**src/rtl/aes_ctrl_pkg.sv**
```systemverilog
// aes_ctrl_pkg: shared scheduler state type and parameter defaults
// Contents: sched_t FSM encoding, DATA_W_DEF (bus width), TIMEOUT_DEF (WAIT cycle budget)
package aes_ctrl_pkg;
    localparam int DATA_W_DEF  = 128;
    localparam int TIMEOUT_DEF = 63;
    typedef enum logic [1:0] {IDLE, ISSUE, WAIT, RESP} sched_t;
endpackage

```
**src/rtl/rr_arbiter2.sv**
```systemverilog
// rr_arbiter2: two-way round-robin arbiter returning the winning requester index
// Ports: request[1:0] pending requests, last_grant index served last,
//        grant winning index, any high when at least one request is pending
module rr_arbiter2 (
    input  logic [1:0] request,
    input  logic       last_grant,
    output logic       grant,
    output logic       any
);
    always_comb begin
        any   = |request;
        grant = &request ? ~last_grant : request[1];
    end
endmodule

```
**src/rtl/aes_job_scheduler.sv**
```systemverilog
// aes_job_scheduler: serialises jobs from two requesters onto one AES core
// Ports: clk/reset (sync, active-high); req_* job intake per requester with
//        req_ready accept strobe; core_* start/select/data/key to the core and
//        core_done/core_dout back; rsp_* shared response with per-requester
//        valid and error flag; busy high whenever a job is in flight
module aes_job_scheduler
    import aes_ctrl_pkg::*;
#(
    parameter int DATA_W  = DATA_W_DEF,
    parameter int TIMEOUT = TIMEOUT_DEF
) (
    input  logic                clk,
    input  logic                reset,
    input  logic [1:0]          req_valid,
    output logic [1:0]          req_ready,
    input  logic [2*DATA_W-1:0] req_data,
    input  logic [2*DATA_W-1:0] req_key,
    input  logic [1:0]          req_encrypt,
    output logic                core_start,
    output logic                core_keyChange,
    output logic                core_selCypher,
    output logic [DATA_W-1:0]   core_din,
    output logic [DATA_W-1:0]   core_key,
    input  logic                core_done,
    input  logic [DATA_W-1:0]   core_dout,
    output logic [1:0]          rsp_valid,
    input  logic [1:0]          rsp_ready,
    output logic [DATA_W-1:0]   rsp_data,
    output logic                rsp_err,
    output logic                busy
);
    localparam int CNT_W = (TIMEOUT < 1) ? 1 : $clog2(TIMEOUT + 1);
    sched_t            state_q, state_d;
    logic              g_q, last_q, enc_q, key_valid_q, err_q;
    logic [DATA_W-1:0] din_q, key_q, cached_q, rsp_data_q;
    logic [CNT_W-1:0]  cnt_q;
    logic              arb_g, arb_any, timeout;

    rr_arbiter2 u_arb (
        .request    (req_valid),
        .last_grant (last_q),
        .grant      (arb_g),
        .any        (arb_any)
    );

    assign timeout = cnt_q == CNT_W'(TIMEOUT);

    always_ff @(posedge clk) begin
        if (reset) state_q <= IDLE;
        else       state_q <= state_d;
    end

    // core_done takes priority over timeout in the same cycle
    always_comb begin
        state_d = state_q;
        case (state_q)
            IDLE:    state_d = arb_any ? ISSUE : IDLE;
            ISSUE:   state_d = WAIT;
            WAIT:    state_d = (core_done || timeout) ? RESP : WAIT;
            RESP:    state_d = rsp_ready[g_q] ? IDLE : RESP;
            default: state_d = IDLE;
        endcase
    end

    always_comb begin
        req_ready      = {arb_g, ~arb_g} & {2{state_q == IDLE && arb_any}};
        core_start     = state_q == ISSUE;
        core_keyChange = core_start && (!key_valid_q || key_q != cached_q);
        core_selCypher = core_start && enc_q;
        core_din       = din_q;
        core_key       = key_q;
        rsp_valid      = {g_q, ~g_q} & {2{state_q == RESP}};
        rsp_data       = rsp_data_q;
        rsp_err        = err_q;
        busy           = state_q != IDLE;
    end

    // Job registers are cleared on response hand-off so an idle scheduler
    // presents the same outputs as a freshly reset one.
    always_ff @(posedge clk) begin
        if (reset) begin
            g_q         <= 1'b0;
            last_q      <= 1'b1;
            enc_q       <= 1'b0;
            key_valid_q <= 1'b0;
            err_q       <= 1'b0;
            din_q       <= '0;
            key_q       <= '0;
            cached_q    <= '0;
            rsp_data_q  <= '0;
            cnt_q       <= '0;
        end else begin
            case (state_q)
                IDLE: if (arb_any) begin
                    g_q   <= arb_g;
                    enc_q <= req_encrypt[arb_g];
                    din_q <= arb_g ? req_data[2*DATA_W-1:DATA_W] : req_data[DATA_W-1:0];
                    key_q <= arb_g ? req_key[2*DATA_W-1:DATA_W] : req_key[DATA_W-1:0];
                end
                ISSUE: begin
                    cached_q    <= key_q;
                    key_valid_q <= 1'b1;
                    cnt_q       <= '0;
                end
                WAIT: if (core_done) begin
                    rsp_data_q <= core_dout;
                    err_q      <= 1'b0;
                end else if (timeout) begin
                    rsp_data_q  <= '0;
                    err_q       <= 1'b1;
                    key_valid_q <= 1'b0;
                end else begin
                    cnt_q <= cnt_q + 1'b1;
                end
                RESP: if (rsp_ready[g_q]) begin
                    last_q     <= g_q;
                    rsp_data_q <= '0;
                    err_q      <= 1'b0;
                    enc_q      <= 1'b0;
                    din_q      <= '0;
                    key_q      <= '0;
                end
                default: ;
            endcase
        end
    end
endmodule

```
**config.mk**
```make
export PLATFORM = sky130hd
export DESIGN_NAME = aes_job_scheduler
export DESIGN_NICKNAME = d
export VERILOG_FILES = /design/src/rtl/aes_ctrl_pkg.sv /design/src/rtl/rr_arbiter2.sv /design/src/rtl/aes_job_scheduler.sv
export SDC_FILE = /design/constraint.sdc
export NUM_CORES = 1
export LEC_CHECK = 0
export CORE_AREA = 3 3 400 402
export CTS_BUF_LIST = sky130_fd_sc_hd__clkbuf_16
export DETAILED_ROUTE_END_ITERATION = 10
export DIE_AREA = 0 0 403 405
export DONT_BUFFER_PORTS = 1
export SLEW_MARGIN = 30
export SYNTH_ARGS = -nofsm -noshare
export SYNTH_HDL_FRONTEND = slang
export SYNTH_HIERARCHICAL = 1
export SYNTH_SLANG_ARGS = --single-unit
```
**constraint.sdc**
```tcl
create_clock -name clk -period 2.1 [get_ports clk]
set_input_delay 0.21 -clock clk [delete_from_list [all_inputs] [get_ports clk]]
set_output_delay 0.21 -clock clk [all_outputs]
set_load 0.1 [all_outputs]
```
# Word level (Yosys, flattened, before mapping)

Index checks and enable logic that the tools add are counted.

Add/subtract/negate cells: 1
Magnitude comparators: 2
Eq/ne operators: 11
Multiplexer cells: 31
Bitwise operators: 5
Reduce and logical (&&, ||, !) cells: 19

Operators by type and width:

| kind                                               | number |
|---|---|
| 2-to-1 mux 128 bit                                 | 7 |
| case mux 128 bit (2 select lines)                  | 3 |
| inequality test 128 bit                            | 1 |
| 2-to-1 mux 1 bit                                   | 13 |
| 2-to-1 mux 6 bit                                   | 2 |
| case mux 6 bit (2 select lines)                    | 1 |
| AND reduction 3 bit                                | 4 |
| inequality test 2 bit, second input constant       | 4 |
| case mux 2 bit (4 select lines)                    | 1 |
| nonzero test 2 bit                                 | 4 |
| adder 6 x 1 -> 6 bit, second input constant        | 1 |
| == test 6 bit, second input constant               | 1 |
| case mux 1 bit (2 select lines)                    | 3 |
| AND reduction 2 bit                                | 3 |
| bitwise AND 2 bit                                  | 2 |
| == test 2 bit, second input constant               | 2 |
| < comparator 1 x 2 -> 1 bit, second input constant | 2 |
| logical AND 1 bit                                  | 3 |
| inequality test 3 bit, second input constant       | 1 |
| inverter 1 bit                                     | 3 |
| == test 2 x 1 -> 1 bit, second input constant      | 1 |
| zero test 2 bit                                    | 1 |
| logical OR 1 bit                                   | 2 |
| 2-to-1 mux 2 bit                                   | 1 |
| other kinds (3)                                    | 3 |

Register bits: 525
Output and inout bits: 393
Word-level logic and storage cells: 80

# Depth between registers and ports, before layout

Depth in word-level cells: 6
Mapped depth: 9
Gate-level depth less buffers: 7

# Cells and area by module

The synthesis kept the hierarchy.

Modules (own cells, without submodules):

| module            | times used | cells an instance | area an instance (um2) | sequential area each (um2) |
|---|---|---|---|---|
| aes_job_scheduler | 1          | 2717              | 23411.2                | 10510.1 |
| rr_arbiter2       | 1          | 2                 | 13.8                   | 0.0 |

# Worst setup path before layout

OpenSTA, ideal clock, no wires.

Kind: flip-flop to output port
Start: register state_q[1]
End: output core_keyChange
Data arrival time: 3.484 ns
Path slack: -1.594 ns
Cell stages (with the launch flop): 8
Path buffers: 3
Path through: dfxtp_1 > inv_1 > ha_1 > clkbuf_1 > clkbuf_1 > buf_2 > inv_1 > a31oi_1

Longest elaborated chain between the ends: 2

Ends and longest elaborated chain:

| item                   | line                    | RTL |
|---|---|---|
| start, declared        | aes_job_scheduler.sv:33 | `sched_t state_q, state_d;` |
| start signal, assigned | aes_job_scheduler.sv:50 | `else state_q <= state_d;` |
| == test 2 x 1 -> 1 bit | aes_job_scheduler.sv:67 | `core_start = state_q == ISSUE;` |
| via core_start         | aes_job_scheduler.sv:19 | `output logic core_start,` |
| logical AND 1 bit      | aes_job_scheduler.sv:68 | `core_keyChange = core_start && (!key_valid_q \|\| key_q != cached_q);` |
| end, declared          | aes_job_scheduler.sv:20 | `output logic core_keyChange,` |

The timed path passes the listed nets, and every way through them passes these cells.

# Worst setup path after layout

Start: register key_q[115] (netlist: core_key[115])
End: output core_keyChange

Longest elaborated chain between the ends: 3

Ends and longest elaborated chain:

| item                    | line                    | RTL |
|---|---|---|
| start, declared         | aes_job_scheduler.sv:35 | `logic [DATA_W-1:0] din_q, key_q, cached_q, rsp_data_q;` |
| start signal, assigned  | aes_job_scheduler.sv:98 | `key_q <= arb_g ? req_key[2*DATA_W-1:DATA_W] : req_key[DATA_W-1:0];` |
| inequality test 128 bit | aes_job_scheduler.sv:68 |  |
| logical OR 1 bit        | aes_job_scheduler.sv:68 |  |
| logical AND 1 bit       | aes_job_scheduler.sv:68 |  |

Every way passes these cells.

==> out/qor.txt <==
critical path's top delay family = compound AO/OA/AOI/OAI gates
drt first-iter violations = 2548
Crit Path Max Fanout = 3
Max-Slew Margin vs Limit = -6.10%
worst setup path class = flop to output port
Main synth FF type = dfxtp_1
core area = 156000 um^2
First-pass DRT Iterations = 6
clk_skew = 0.0410 ns
Setup TNS = -0.828 ns
Mapped Cells = 2719
Int Power = 0.0211 W
Synth Area in Adders = 0.267%
ys async rst share = 0%
Sink Count = 525
part of the power in registers = 31.3%
DR vias = 25120
Worst-Margin Slew = 1.59 ns
largest net degree at the start of global routing = 526
total routed wirelength = 133000 um
Slew Limit Fails = 69
post-synthesis xor/xnor area fraction = 2.95%
final setup vio count = 3
Clock Pin Slew Worst Setup and Hold Paths = 0.06 ns
RSZ-0062 raised after global routing = true
Fin. Hold Viols = 173
mux contribution to synthesized area = 16.5%
worst skew pair latency = 0.65 ns
#FFs+latches synth = 525
IO Count = 1042
commonest non-fill, non-tap cell in the layout = buf_4
failing checks = hold timing, slew limit, setup timing
Startpoint Class = flop
post-synthesis sequential area ratio = 44.9%
CTS Buffer Depth = 3
Unique masters post-synth = 53
worst path cell trace = nand2b_1 -> o2111ai_1 -> a2111oi_1 -> nand4_1 -> nor3_2 -> buf_4 -> a31oi_4 -> buf_12
hold_ws = -0.351 ns
max_cap viols = 0
leakage power figure = 14.6 nW
Switching Power = 0.0150 W
combinational share of power = 37.2%
Final Cycle Share = 135%
CTS H-Tree Depth = 3
PwrDens = 974 nW/um^2
Layout area overhead = 58.2%
largest family of logic cells by synthesized area = simple AND/OR/NAND/NOR gates
Worst Path Required = 1.89 ns
simple logic cell fraction of the synthesized area = 18.7%
PortBufs = 0
Die Height = 405 um
setup ws final = -0.743 ns
commonest non-fill, non-tap cells in the layout = buf_4, dlygate4sd3_1, dfxtp_1, nor2_1, mux2i_1
Ys Warns = 6
crit end category = output port
Site Rows = 145
switching share of power = 41.6%
Post-synth EDFFs = 0
first-pass GRT wire length = 174000 um
antenna violations before repair = 45
Critical path buffers and inverters = 2
Syn Std Cell Area = 23400 um^2
Worst VDD drop = 0.594 mV
Die Wd = 403 um
Placer Congestion = 0.938
CP max stage cell = a2111oi_1
DR WL/cell = 23.3 um
complex-gate fraction of the synthesized area = 10.8%
Tmin final = 2.84 ns
vias per cell = 4.40
GRT Overall Usage = 14.9%
die area = 163000 um^2
run status = complete, but fails checks
Mapped Avg Cell Area = 8.62 um^2
fin util = 23.7%
Root Buffer = clkbuf_16
Worst Hold Class = primary input to flop
drt drc = 0
clock power share = 31.5%
Peak Freq = 352 MHz
Routed Antenna Nets = 0
dpl hpwl = 96400 um
CTS Buf Count = 67
vias in the first global route = 22888
Arrival @ worst endpoint = 2.63 ns
starting density of the core = 15.0%
Net Count, Synth = 3373
CTS tree = built
share of cells above drive strength 1 = 24.8%
nets = 4228
Worst path max stage delay = 0.41 ns
gr ovfl total = 0
-- path summary, 6_finish.rpt --
| kind | slack (ns) | cells after the start | to | start |
|---|---|---|---|---|
| min | -0.35 | 1 | core_din[101]$_SDFFE_PP0P_ | reset |
| max reg2reg | -0.08 | 8 | core_key[101]$_SDFFE_PP0P_ | state_q[1]$_SDFF_PP0_ |
| min reg2reg | 0.46 | 2 | rsp_err$_SDFFE_PP0P_ | rsp_err$_SDFFE_PP0P_ |
| max | -0.74 | 8 | core_keyChange | core_key[115]$_SDFFE_PP0P_ |
-- Yosys cell counts (13+ instances only) --
master | instances | share of area (%)
o22ai_1 | 17 | 0.45
dfxtp_1 | 525 | 45
nor2_1 | 397 | 6.4
nand2_1 | 138 | 2.2
a221oi_1 | 14 | 0.52
a21oi_2 | 20 | 0.75
clkbuf_1 | 101 | 1.6
buf_2 | 92 | 2.0
a21oi_1 | 376 | 8.0
nand4_1 | 13 | 0.35
nor4_1 | 18 | 0.48
inv_1 | 53 | 0.85
nand3_1 | 123 | 2.6
xnor2_1 | 16 | 0.60
xor2_1 | 63 | 2.4
mux2i_1 | 386 | 16
nor3_1 | 263 | 5.6
-- metal layers --
layer / wire length (um) / track usage (%) / part of all wire, % / vias to the layer above
li1: - / - / - / 11181
met1: 51400 / 17.6 / 39 / 12052
met2: 60500 / 23.6 / 45 / 1525
met3: 16200 / 6.93 / 12 / 334
met4: 4920 / 5.23 / 3.7 / 28
met5: 195 / 0 / 0.15 / -
-- power by group through the flow --
| stage | clock network (W) | registers [W] | logic, W |
|---|---|---|---|
| CTS | 0.0118 | 0.0113 | 0.0128 |
| global route | 0.0121 | 0.0114 | 0.0140 |
| finish | 0.0114 | 0.0113 | 0.0134 |
| global placement | 0 | 0.0115 | 0.0120 |
| floorplan | 0 | 0.0163 | 0.00372 |
| detailed placement | 0 | 0.0115 | 0.0120 |
-- sequential cells by signal, summed over array words and instances, names as in the netlist --
name,flops
key_valid_q,1
rsp_data,128
core_din,128
cnt_q,6
last_q,1
enc_q,1
g_q,1
state_q,2
rsp_err,1
core_key,128
cached_q,128
-- per-stage QoR --
stage,setup WS (ns),power [W],area (um^2),cells
2_1_floorplan,-0.0880,0.0200,23600,2719
3_3_place_gp,-0.505,0.0234,29500,5083
3_5_place_dp,-0.446,0.0235,29500,5083
4_1_cts,-0.790,0.0359,34700,5468
5_1_grt,-0.891,0.0374,37000,5698
6_report,-0.743,0.0361,37100,5712
-- logic make-up (layout without fill, tap and decap cells) --
| logic type | after synthesis | in the layout |
|---|---|---|
| buffers and inverters | 282 | 1190 |
| other | 0 | 27 |
| xor gates and xnor gates | 79 | 79 |
| and+or+nand+nor | 985 | 985 |
| muxes | 386 | 386 |
| adders and majority gates | 5 | 5 |
| AOI/OAI and AO/OA | 457 | 457 |
| DFF | 525 | 525 |
-- timing repair --
item,in CTS,in global routing
gates cloned,5,4
gates resized for setup,59,30
endpoints found under the setup margin,113,79
hold buffers,232,206
setup buffers,26,10
hold endpoints to repair,480,279
pin swaps,12,3
-- area by class of cell --
cell class / instances / area, um^2
fillers: 16842 / 119000
multi-input cells: 1912 / 11900
flip-flops and latches: 525 / 10700
repair buffers: 1015 / 9460
well taps: 2058 / 2570
clock buffers: 69 / 1730
clock inverters: 53 / 402
inverters: 53 / 199
diodes: 27 / 67.6
(Power assumes the default switching activity.)
